===== config.mk =====
export PLATFORM = sky130hd
export DESIGN_NAME = tmds_encoder_array
export DESIGN_NICKNAME = d
export VERILOG_FILES = /design/src/rtl/tmds_encoder_array.sv
export SDC_FILE = /design/constraint.sdc
export NUM_CORES = 1
export LEC_CHECK = 0
export ABC_AREA = 1
export BUFFER_PORTS_ARGS = -buffer_cell sky130_fd_sc_hd__buf_4
export CORE_AREA = 4 4 161 163
export CTS_BUF_LIST = sky130_fd_sc_hd__clkbuf_4 sky130_fd_sc_hd__clkbuf_8 sky130_fd_sc_hd__clkbuf_16
export CTS_CLUSTER_SIZE = 16
export DETAILED_ROUTE_END_ITERATION = 10
export DIE_AREA = 0 0 165 167
export HOLD_SLACK_MARGIN = 0.05
export PLACE_DENSITY = 0.62
export SLEW_MARGIN = 20
export SYNTH_ARGS = -nofsm -noshare
export SYNTH_HDL_FRONTEND = slang
export SYNTH_SLANG_ARGS = --single-unit

===== constraint.sdc =====
create_clock -name clk -period 12 [get_ports clk]
set_input_delay 2.4 -clock clk [delete_from_list [all_inputs] [get_ports clk]]
set_output_delay 2.4 -clock clk [all_outputs]
set_load 0.05 [all_outputs]

===== src/rtl/tmds_encoder_array.sv =====
// tmds_encoder_array: NUM_CH-lane TMDS video/control/TERC4/guard encoder, 3-stage pipeline.
// Define TMDS_DISP_MON_EN to add the disp/disp_err disparity monitor outputs.
module tmds_encoder_array #(
  parameter int NUM_CH = 3,
  parameter int CNT_W  = 5
) (
  input  logic                    clk,
  input  logic                    rst,
  input  logic                    ce,
  input  logic [1:0]              mode,
  input  logic                    guard_di,
  input  logic [NUM_CH*8-1:0]     din,
  input  logic [NUM_CH*2-1:0]     ctrl,
  input  logic [NUM_CH*4-1:0]     terc,
  output logic [NUM_CH*10-1:0]    dout
`ifdef TMDS_DISP_MON_EN
  ,
  output logic [NUM_CH*CNT_W-1:0] disp,
  output logic                    disp_err
`endif
);

  localparam logic [1:0] M_CTL = 2'b00;
  localparam logic [1:0] M_VID = 2'b01;
  localparam logic [1:0] M_TRC = 2'b10;
  localparam logic [9:0] CTL00 = 10'b1101010100;
  localparam logic [9:0] GB_A  = 10'b1011001100;
  localparam logic [9:0] GB_B  = 10'b0100110011;

  function automatic logic [3:0] ones8(input logic [7:0] v);
    logic [3:0] n;
    n = '0;
    for (int i = 0; i < 8; i++) n = n + {3'b000, v[i]};
    return n;
  endfunction

  function automatic logic [8:0] qm_gen(input logic [7:0] d);
    logic [8:0] q;
    logic [3:0] n;
    logic       xn;
    n = ones8(d);
    xn = (n > 4'd4) || (n == 4'd4 && !d[0]);
    q = '0;
    q[0] = d[0];
    for (int i = 1; i < 8; i++)
      q[i] = xn ? ~(q[i-1] ^ d[i]) : (q[i-1] ^ d[i]);
    q[8] = ~xn;
    return q;
  endfunction

  function automatic logic [9:0] ctl_code(input logic [1:0] c);
    logic [9:0] s;
    unique case (c)
      2'b00: s = 10'b1101010100;
      2'b01: s = 10'b0010101011;
      2'b10: s = 10'b0101010100;
      default: s = 10'b1010101011;
    endcase
    return s;
  endfunction

  function automatic logic [9:0] terc4(input logic [3:0] t);
    logic [9:0] s;
    unique case (t)
      4'h0: s = 10'b1010011100;
      4'h1: s = 10'b1001100011;
      4'h2: s = 10'b1011100100;
      4'h3: s = 10'b1011100010;
      4'h4: s = 10'b0101110001;
      4'h5: s = 10'b0100011110;
      4'h6: s = 10'b0110001110;
      4'h7: s = 10'b0100111100;
      4'h8: s = 10'b1011001100;
      4'h9: s = 10'b0100111001;
      4'hA: s = 10'b0110011100;
      4'hB: s = 10'b1011000110;
      4'hC: s = 10'b1010001110;
      4'hD: s = 10'b1001110001;
      4'hE: s = 10'b0101100011;
      default: s = 10'b1011000011;
    endcase
    return s;
  endfunction

  logic [1:0]              s1_mode, s2_mode;
  logic                    s1_gdi, s2_gdi;
  logic [NUM_CH*8-1:0]     s1_din;
  logic [NUM_CH*2-1:0]     s1_ctrl, s2_ctrl;
  logic [NUM_CH*4-1:0]     s1_terc, s2_terc;
  logic [NUM_CH*9-1:0]     s2_qm, qm_d;
  logic [NUM_CH*CNT_W-1:0] cnt, cnt_d;
  logic [NUM_CH*10-1:0]    dout_d;

  always_comb begin
    qm_d = '0;
    for (int k = 0; k < NUM_CH; k++)
      qm_d[9*k +: 9] = qm_gen(s1_din[8*k +: 8]);
  end

  logic [8:0]       qm;
  logic [3:0]       n1, n0;
  logic [CNT_W-1:0] c, diff, tq, tnq, cn;
  logic [9:0]       sym;

  // Disparity decision; any non-video symbol restarts the lane at cnt=0.
  always_comb begin
    dout_d = '0;
    cnt_d  = '0;
    qm = '0; n1 = '0; n0 = '0;
    c = '0; diff = '0; tq = '0; tnq = '0; cn = '0;
    sym = CTL00;
    for (int k = 0; k < NUM_CH; k++) begin
      qm   = s2_qm[9*k +: 9];
      n1   = ones8(qm[7:0]);
      n0   = 4'd8 - n1;
      diff = CNT_W'(n1) - CNT_W'(n0);
      c    = cnt[CNT_W*k +: CNT_W];
      tq   = qm[8] ? CNT_W'(2) : '0;
      tnq  = qm[8] ? '0 : CNT_W'(2);
      cn   = '0;
      sym  = CTL00;
      unique case (s2_mode)
        M_VID: begin
          if (c == '0 || n1 == n0) begin
            sym = {~qm[8], qm[8], qm[8] ? qm[7:0] : ~qm[7:0]};
            cn  = qm[8] ? c + diff : c - diff;
          end else if ((!c[CNT_W-1] && n1 > n0) ||
                       (c[CNT_W-1] && n0 > n1)) begin
            sym = {1'b1, qm[8], ~qm[7:0]};
            cn  = c + tq - diff;
          end else begin
            sym = {1'b0, qm[8], qm[7:0]};
            cn  = c + diff - tnq;
          end
        end
        M_CTL: sym = ctl_code(s2_ctrl[2*k +: 2]);
        M_TRC: sym = terc4(s2_terc[4*k +: 4]);
        default: begin
          if (!s2_gdi)
            sym = (k % 3 == 1) ? GB_B : GB_A;
          else if (k % 3 == 0)
            sym = terc4({2'b11, s2_ctrl[2*k +: 2]});
          else
            sym = GB_B;
        end
      endcase
      dout_d[10*k +: 10]      = sym;
      cnt_d[CNT_W*k +: CNT_W] = cn;
    end
  end

  always_ff @(posedge clk) begin
    if (rst) begin
      s1_mode <= M_CTL;
      s1_gdi  <= 1'b0;
      s1_din  <= '0;
      s1_ctrl <= '0;
      s1_terc <= '0;
      s2_mode <= M_CTL;
      s2_gdi  <= 1'b0;
      s2_ctrl <= '0;
      s2_terc <= '0;
      s2_qm   <= '0;
      cnt     <= '0;
      dout    <= {NUM_CH{CTL00}};
    end else if (ce) begin
      s1_mode <= mode;
      s1_gdi  <= guard_di;
      s1_din  <= din;
      s1_ctrl <= ctrl;
      s1_terc <= terc;
      s2_mode <= s1_mode;
      s2_gdi  <= s1_gdi;
      s2_ctrl <= s1_ctrl;
      s2_terc <= s1_terc;
      s2_qm   <= qm_d;
      cnt     <= cnt_d;
      dout    <= dout_d;
    end
  end

`ifdef TMDS_DISP_MON_EN
  logic                    over;
  logic signed [CNT_W-1:0] sv;

  assign disp = cnt;

  always_comb begin
    over = 1'b0;
    sv   = '0;
    for (int k = 0; k < NUM_CH; k++) begin
      sv   = cnt[CNT_W*k +: CNT_W];
      over = over | (sv > $signed(CNT_W'(8)))
                  | (sv < -$signed(CNT_W'(8)));
    end
  end

  always_ff @(posedge clk) begin
    if (rst)
      disp_err <= 1'b0;
    else if (over)
      disp_err <= 1'b1;
  end
`endif

endmodule


==> results of run 1 <==
[layer usage]
layer  share of wire  global-route usage
met5               0                   0
met4           0.020              0.0597
met3           0.044              0.0304
met2            0.44               0.327
met1            0.49               0.304
[through the flow]
step	power, W	setup WS (ps)	instance area, µm²
final	0.00226	6510	12300
after global routing	0.00247	6130	12300
after CTS	0.00228	6570	12300
after detailed placement	0.00172	6580	11700
after global placement	0.00171	6690	11700
after floorplan	0.00148	6950	10900
[cell usage in the layout (no fill, tap or decap), drive strengths merged]
master,Yosys,final
fa,36,36
nand4,5,5
o22ai,3,3
a22oi,5,5
nor2,155,155
a21oi,124,124
a31oi,13,13
a32oi,1,1
o211ai,14,14
nor3b,1,1
xor2,20,20
or2,5,5
nand2,314,314
o221ai,3,3
xnor2,10,10
o21a,1,1
inv,208,216
ha,89,89
clkinv,1,7
o31ai,2,2
nor3,22,22
buf,33,82
clkbuf,27,17
nand3,115,115
nand3b,5,5
o21ai,134,134
a221oi,2,2
dfxtp,168,168
clkinvlp,0,1
a211oi,1,1
a21boi,1,1
and2,1,1
o21bai,3,3
[how the worst max path moves through the flow]
stage	cells after the start	startpoint	endpoint
2_1_floorplan	29	s2_qm[0]	cnt[4]
3_3_place_gp	30	s2_qm[0]	cnt[4]
3_5_place_dp	30	s2_qm[0]	cnt[4]
4_1_cts	30	s2_qm[0]	cnt[4]
5_1_grt	30	s2_qm[0]	cnt[4]
6_report	30	s2_qm[0]	cnt[4]
[area by class of cell]
type	instances	area (µm²)
Fill cell	2482	12000
Tap cell	324	405
Inverter	209	792
Sequential cell	168	3360
Clock inverter	15	168
Multi-Input combinational cell	1085	6510
Timing Repair Buffer	82	616
Clock buffer	17	425
[worst min-delay path: cells and delay by family (launching register included)]
family	cells	cell delay (ps)
flip-flops	1	310
AND/OR/NAND/NOR	2	100
[cell families after synthesis]
logic type | count (synthesis)
flops | 168
compound gates | 307
fa+ha+maj | 125
simple gates | 623
xor+xnor | 30
buf+inv | 269
[power by group through the flow]
stage | logic [W] | clock network [W] | registers [W]
2_1_floorplan | 0.000806 | 0 | 0.000675
3_3_place_gp | 0.00105 | 0 | 0.000658
3_5_place_dp | 0.00106 | 0 | 0.000659
4_1_cts | 0.00107 | 0.000565 | 0.000646
5_1_grt | 0.00123 | 0.000585 | 0.000652
6_report | 0.00107 | 0.000550 | 0.000646
==> results.py, run 1 <==
metrics = {
    "synth": {
        "synth_cells": 1522,
        "synth_fp_nets": 1695,
        "synth_seq_cells": 168,
        "syn_area_mm2": 0.0109,
        "synth_compound_area_frac": 0.153,
        "synth.distinct_cells": 50,
        "synth-seq-area-share": 0.307,
        "synth_common_cells": "nand2_1, inv_1, dfxtp_1",
        "synth_most_common_cell": "nand2_1",
        "synth_ff_type": "dfxtp_1",
        "synth.area.mux_share": 0,
        "yosys_warnings": 0,
        "async_reset_ff_frac": 0,
        "synth_simple_gate_area_frac": 0.248,
        "ys_top_cells_by_area": "dfxtp_1, ha_1, nand2_1",
        "synth_top_family_by_area": "simple AND/OR/NAND/NOR gates",
        "synthAdderAreaFrac": 0.168,
        "synth-edff-count": 0,
        "synth.avg_cell_area_um2": 7.19,
        "synthXorXnorAreaFrac": 0.0261,
        "yosys.area.top_type_share": 0.307,
        "yosys.area.top_type": "dfxtp_1",
    },
    "cells_and_area": {
        "syn_to_final_growth_pct": 12.2,
        "drive_gt1_frac": 0.118,
        "postLayoutCoreUtil": 0.505,
        "final_cells": 1900,
        "final_nets": 1736,
        "insertedDiodeCount": 0,
    },
    "floorplan": {
        "core_area_mm2": 0.0243,
        "io_pins": 78,
        "dieArea_mm2": 0.0276,
        "rows": 57,
        "die_h_um": 167,
        "die_x_um": 165,
        "start_util": 0.450,
    },
    "setup_path": {
        "worst-setup-path-type": "flop to flop",
        "crit_arrival_ps": 5780,
        "path_common_cell": "inv_1",
        "start_kind": "flop",
        "timing.rr.start": "s2_qm[0]",
        "slowest_delay_ps": 570,
        "cp_slowest_cell": "fa_1",
        "critical_path.top_delay_family": "adder cells",
        "cp.required_ps": 12290,
        "r2r_end": "cnt[4]",
        "crit_buf_inv": 7,
        "critPathMaxFanout": 6,
        "endpoint_kind": "flop",
        "rr_worst_depth": 30,
        "r2r_slack_ps": 6510,
    },
    "clock_network": {
        "ctsHoldBuffers": 0,
        "clkTransAtPathRegs_ps": 70,
        "clk_latency_ps": 440,
        "cts_tree": "built",
        "h-tree-depth": 4,
        "cts.sinks": 168,
        "root_buffer": "clkbuf_16",
        "cts.repair.resized": 0,
        "clock_path_buffers": 2,
        "cts_setup_buffers": 0,
        "cts_buffers": 17,
    },
    "pwr": {
        "leakage_nw": 5.89,
        "p_clk_frac": 0.243,
        "power.density_mw_per_mm2": 184,
        "comb_power_share": 0.472,
        "switching_share": 0.437,
        "ir_drop_v": 0.0000846,
        "sequentialPowerShare": 0.285,
        "intPower_w": 0.00127,
        "p_sw_w": 0.000989,
    },
    "timing": {
        "finalClockSkew_ps": 15.4,
        "min_period_over_period": 0.457,
        "finalCriticalPeriod_ps": 5490,
        "fmax_ghz": 0.182,
        "hold_ws_ps": 447,
        "setup_viol": 0,
        "slew_headroom": 0.287,
        "hold_viol": 0,
        "timing_max_transition_violations_final": 0,
        "worst_pin_slew_ps": 1060,
        "rsz0062_at_grt": "false",
        "final.setup.tns_ps": 0,
    },
    "detailed_routing": {
        "routedWlPerCell_um": 14.8,
        "drt_iter0_drc": 656,
        "dr.pass1.iters": 5,
        "via_per_inst": 5.11,
        "vias": 9710,
        "drtAntennaViolNets": 0,
        "wl_um": 28200,
        "drc": 0,
    },
    "run_status": {
        "status": "complete, no violations",
    },
    "hold_path": {
        "hp-start": "cnt[10]",
        "holdPathEnd": "cnt[10]",
        "whs_path_depth": 2,
        "hold_class": "flop to flop",
    },
    "global_route": {
        "grt_max_degree": 91,
        "gr-total-overflow": 0,
        "grt_pass1_wl_um": 47300,
        "grt_pass1_vias": 9329,
        "track_usage": 0.210,
        "antenna_found_initial": 0,
    },
    "placed_design": {
        "dpl.hpwl_um": 21000,
        "place_inst": 1868,
        "port_buffers": 77,
        "gp_congestion": 0.859,
    },
    "job": {
        "maxCapViolCount": 0,
    },
}
Note: power is estimated with default switching activity, not from simulation.
==> run 2: changes to the inputs <==
==> constraint.sdc (replaced) <==
create_clock -name clk -period 5.3 [get_ports clk]
set_input_delay 1.06 -clock clk [delete_from_list [all_inputs] [get_ports clk]]
set_output_delay 1.06 -clock clk [all_outputs]
set_load 0.05 [all_outputs]
==> results.py, run 2 (synthesized netlist as in run 1, its figures left out) <==
metrics = {
    "global_route": {
        "grt_pass1_wl_um": 47100,
        "antenna_found_initial": 0,
        "grt_pass1_vias": 9283,
        "grt_max_degree": 75,
        "track_usage": 0.210,
        "gr-total-overflow": 0,
    },
    "setup_path": {
        "r2r_end": "cnt[4]",
        "timing.rr.start": "s2_qm[3]",
        "critPathLaunch": "s2_qm[3]",
        "r2r_slack_ps": 200,
        "cp_slowest_cell": "fa_1",
        "start_kind": "flop",
        "rr_worst_depth": 28,
        "endpoint": "cnt[4]",
        "endpoint_kind": "flop",
        "crit_arrival_ps": 5390,
        "cp.required_ps": 5580,
        "slowest_delay_ps": 560,
        "critPathMaxFanout": 4,
        "worst-setup-path-type": "flop to flop",
    },
    "detailed_routing": {
        "routedWlPerCell_um": 15.0,
        "wl_um": 28600,
        "drt-met1-wl_um": 13700,
        "dr_wl_met3_um": 1110,
        "vias": 9794,
        "drc": 0,
        "routed.top_layer": "met4",
        "drtAntennaViolNets": 0,
        "dr.pass1.iters": 5,
        "drt_iter0_drc": 566,
        "wl_met2_um": 13100,
        "via_per_inst": 5.13,
    },
    "pwr": {
        "comb_power_share": 0.491,
        "sequentialPowerShare": 0.273,
        "p_sw_w": 0.00231,
        "leakage_nw": 5.94,
        "ir_drop_v": 0.000219,
        "intPower_w": 0.00305,
        "switching_share": 0.431,
        "p_clk_frac": 0.236,
        "power.density_mw_per_mm2": 431,
    },
    "timing": {
        "min_period_over_period": 0.963,
        "hold_viol": 0,
        "slew_headroom": 0.410,
        "setup_ws_ps": 196,
        "setup_viol": 0,
        "finalCriticalPeriod_ps": 5100,
        "worst_pin_slew_ps": 886,
        "fmax_ghz": 0.196,
        "finalClockSkew_ps": 16.4,
        "timing_max_transition_violations_final": 0,
        "rsz0062_at_grt": "true",
        "hold_ws_ps": 451,
    },
    "cells_and_area": {
        "postLayoutCoreUtil": 0.512,
        "mostFrequentLayoutCell": "nand2_1",
        "insertedDiodeCount": 0,
        "multi_input_area_mm2": 0.00661,
        "ff_latch_area_mm2": 0.00337,
        "filler_cell_count": 2437,
        "fin_area_mm2": 0.0124,
        "drive_gt1_frac": 0.136,
        "final_cells": 1909,
        "final_cell_mix": "nand2_1, inv_1, dfxtp_1, nor2_1",
        "syn_to_final_growth_pct": 13.8,
        "final_nets": 1745,
    },
    "floorplan": {
        "io_pins": 78,
        "die_h_um": 167,
        "core_area_mm2": 0.0243,
        "die_x_um": 165,
        "rows": 57,
        "dieArea_mm2": 0.0276,
        "start_util": 0.450,
    },
    "run_status": {
        "status": "complete, no violations",
    },
    "clock_network": {
        "clock_path_buffers": 2,
        "clk_latency_ps": 440,
        "cts.sinks": 168,
        "h-tree-depth": 4,
        "cts_tree": "built",
        "root_buffer": "clkbuf_16",
        "cts_buffers": 17,
        "clkTransAtPathRegs_ps": 70,
    },
    "placed_design": {
        "port_buffers": 77,
        "dpl.hpwl_um": 21100,
        "place_inst": 1871,
        "detailedPlace.worstSlack_ps": -8.76,
        "gp_congestion": 0.892,
        "dpl-instance-area_mm2": 0.0117,
    },
    "job": {
        "maxCapViolCount": 0,
    },
    "hold_path": {
        "hold_class": "flop to flop",
    },
}
## run 2: cell types whose count changed in the layout (fill, tap and decap cells not counted), moves of 3 or more
cell	delta
buf_4	+9
clkinv_8	-3
ha_1	-3
ha_4	+3
inv_1	-7
inv_2	+5
nand2_1	-3
nand2_4	+4
## run 2: timing repair
item / CTS / global route
gates resized for setup: 0 / 30
hold buffers: 0 / 0
pin swaps: 1 / 17
endpoints found under the setup margin: 1 / 2
setup buffers: 0 / 7
## run 2: critical path: cells and delay by family, from the launching register on
kind	cells	cell delay, ps
flops	1	350
buf+inv	6	390
xor+xnor	1	130
fa+ha+maj	7	2890
compound gates	1	50
simple gates	13	1120
## run 2: through the flow
step                      power (W)  TNS [ps]
after global placement      0.00386         0
after global routing        0.00581      -105
final                       0.00536         0
after CTS                   0.00518         0
after detailed placement    0.00390     -8.76
after floorplan             0.00335         0
## run 2: cell type report
type | count | share of cell area
Clock buffer | 18 | 0.0348
Multi-Input combinational cell | 1085 | 0.531
Tap cell | 324 | 0.0326
Timing Repair Buffer | 91 | 0.0549
Inverter | 209 | 0.0640
Clock inverter | 14 | 0.0123
Sequential cell | 168 | 0.270
## run 2: power by group through the flow
| stage | logic, W | clock network [W] | registers, W |
|---|---|---|---|
| 4_1_cts | 0.00243 | 0.00129 | 0.00146 |
| 2_1_floorplan | 0.00182 | 0 | 0.00153 |
| 5_1_grt | 0.00299 | 0.00135 | 0.00148 |
| 3_5_place_dp | 0.00241 | 0 | 0.00149 |
| 3_3_place_gp | 0.00237 | 0 | 0.00149 |
| 6_report | 0.00264 | 0.00126 | 0.00146 |
## run 2: how the worst min path moves through the flow
stage	to	cells past startpoint	slack (ps)	from
global route	cnt[10]	2	470	cnt[10]
global placement	cnt[0]	2	440	cnt[0]
finish	cnt[10]	2	450	cnt[10]
floorplan	cnt[0]	2	420	cnt[0]
CTS	cnt[0]	2	450	cnt[0]
detailed placement	cnt[0]	2	440	cnt[0]
## run 2: per-layer routing
layer / vias to the layer above / GRT usage
met1: 4519 / 0.299
li1: 5012 / -
met5: - / 0
met3: 44 / 0.0264
met4: 0 / 0.0680
met2: 219 / 0.331
==> run 3: changes to the inputs <==
--- a/config.mk
+++ b/config.mk
@@ -8,7 +8,6 @@
 export ABC_AREA = 1
 export BUFFER_PORTS_ARGS = -buffer_cell sky130_fd_sc_hd__buf_4
 export CORE_AREA = 4 4 161 163
-export CTS_BUF_LIST = sky130_fd_sc_hd__clkbuf_4 sky130_fd_sc_hd__clkbuf_8 sky130_fd_sc_hd__clkbuf_16
 export CTS_CLUSTER_SIZE = 16
 export DETAILED_ROUTE_END_ITERATION = 10
 export DIE_AREA = 0 0 165 167
==> results.py, run 3 (synthesized netlist as in run 1, its figures left out) <==
metrics = {
    "clock_network": {
        "cts_tree": "built",
        "h-tree-depth": 4,
        "clkTransAtPathRegs_ps": 70,
        "clock_path_buffers": 2,
        "root_buffer": "clkbuf_16",
        "cts.sinks": 168,
        "cts_buffers": 17,
        "ctsHoldBuffers": 0,
        "clk_latency_ps": 440,
    },
    "setup_path": {
        "cp.required_ps": 5580,
        "rr_worst_depth": 28,
        "slowest_delay_ps": 560,
        "start_kind": "flop",
        "critPathMaxFanout": 4,
        "crit_arrival_ps": 5380,
        "worst-setup-path-type": "flop to flop",
        "cp_slowest_cell": "fa_1",
        "endpoint_kind": "flop",
    },
    "job": {
        "maxCapViolCount": 0,
    },
    "detailed_routing": {
        "drc": 0,
        "dr_wl_met3_um": 1250,
        "wl_met2_um": 13100,
        "wl_um": 28600,
        "routed.top_layer": "met4",
        "vias": 9791,
        "dr.pass1.iters": 5,
        "drt-met1-wl_um": 13600,
        "routedWlPerCell_um": 15.0,
        "via_per_inst": 5.13,
        "drtAntennaViolNets": 0,
        "drt_iter0_drc": 554,
    },
    "placed_design": {
        "dpl.hpwl_um": 21100,
        "detailedPlace.worstSlack_ps": -8.76,
        "port_buffers": 77,
        "dpl-instance-area_mm2": 0.0117,
        "place_inst": 1871,
        "gp_congestion": 0.892,
    },
    "timing": {
        "finalCriticalPeriod_ps": 5100,
        "hold_ws_ps": 450,
        "hold_viol": 0,
        "fmax_ghz": 0.196,
        "setup_ws_ps": 203,
        "timing_max_transition_violations_final": 0,
        "rsz0062_at_grt": "true",
        "slew_headroom": 0.410,
        "finalClockSkew_ps": 15.2,
        "min_period_over_period": 0.962,
        "setup_viol": 0,
        "worst_pin_slew_ps": 885,
    },
    "global_route": {
        "track_usage": 0.210,
        "antenna_found_initial": 0,
        "gr-total-overflow": 0,
        "grt_pass1_wl_um": 47100,
        "grt_pass1_vias": 9283,
        "grt_max_degree": 75,
    },
    "cells_and_area": {
        "final_cell_mix": "nand2_1, inv_1, dfxtp_1, nor2_1",
        "drive_gt1_frac": 0.135,
        "mostFrequentLayoutCell": "nand2_1",
        "final_nets": 1745,
        "fin_area_mm2": 0.0124,
        "final_cells": 1909,
        "insertedDiodeCount": 0,
        "syn_to_final_growth_pct": 13.7,
    },
    "floorplan": {
        "rows": 57,
        "die_x_um": 165,
        "start_util": 0.450,
        "die_h_um": 167,
        "io_pins": 78,
        "dieArea_mm2": 0.0276,
        "core_area_mm2": 0.0243,
    },
    "pwr": {
        "ir_drop_v": 0.000219,
        "leakage_nw": 5.93,
        "total_power_w": 0.00535,
        "power.density_mw_per_mm2": 430,
    },
    "run_status": {
        "status": "complete, no violations",
    },
    "hold_path": {
        "whs_path_depth": 2,
        "hold_class": "flop to flop",
    },
}
## run 3: critical path: cells and delay by family (launching register included)
family	cells	cell delay, ps
xor+xnor	1	130
flops	1	350
buf+inv	6	380
simple gates	13	1120
fa+ha+maj	7	2890
compound gates	1	50
## run 3: routing by layer
layer | vias to the layer above | global-route usage
met2 | 233 | 0.331
met1 | 4500 | 0.299
met4 | 0 | 0.0680
met5 | - | 0
met3 | 46 | 0.0264
li1 | 5012 | -
## run 3: worst paths after layout
path	startpoint	end	slack, ps
setup / recovery	s2_qm[3]	cnt[4]	200
hold reg to reg	cnt[10]	cnt[10]	450
setup reg to reg	s2_qm[3]	cnt[4]	200
hold / removal	cnt[10]	cnt[10]	450
## run 3: metrics by stage
step	TNS (ps)	utilization
2_1_floorplan	0	-
3_3_place_gp	0	0.481
3_5_place_dp	-8.76	0.481
4_1_cts	0	0.505
5_1_grt	-105	0.512
6_report	0	0.512
## run 3: timing repair
item	CTS	global route
endpoints found under the setup margin	1	2
pin swaps	1	17
resized for setup	0	30
setup buffers	0	7
## run 3: area by class of cell
cell class / count / area, µm²
Inverter: 209 / 797
Clock buffer: 18 / 429
Clock inverter: 14 / 153
Timing Repair Buffer: 91 / 683
Multi-Input combinational cell: 1085 / 6610
Sequential cell: 168 / 3370
Fill cell: 2439 / 11900
Tap cell: 324 / 405
## run 3: where the power goes
group          switching, W  leakage (nW)  internal, W
clock network      0.000590         0.283     0.000671
logic               0.00163          4.26     0.000999
registers         0.0000838          1.39      0.00138
total               0.00230          5.93      0.00305
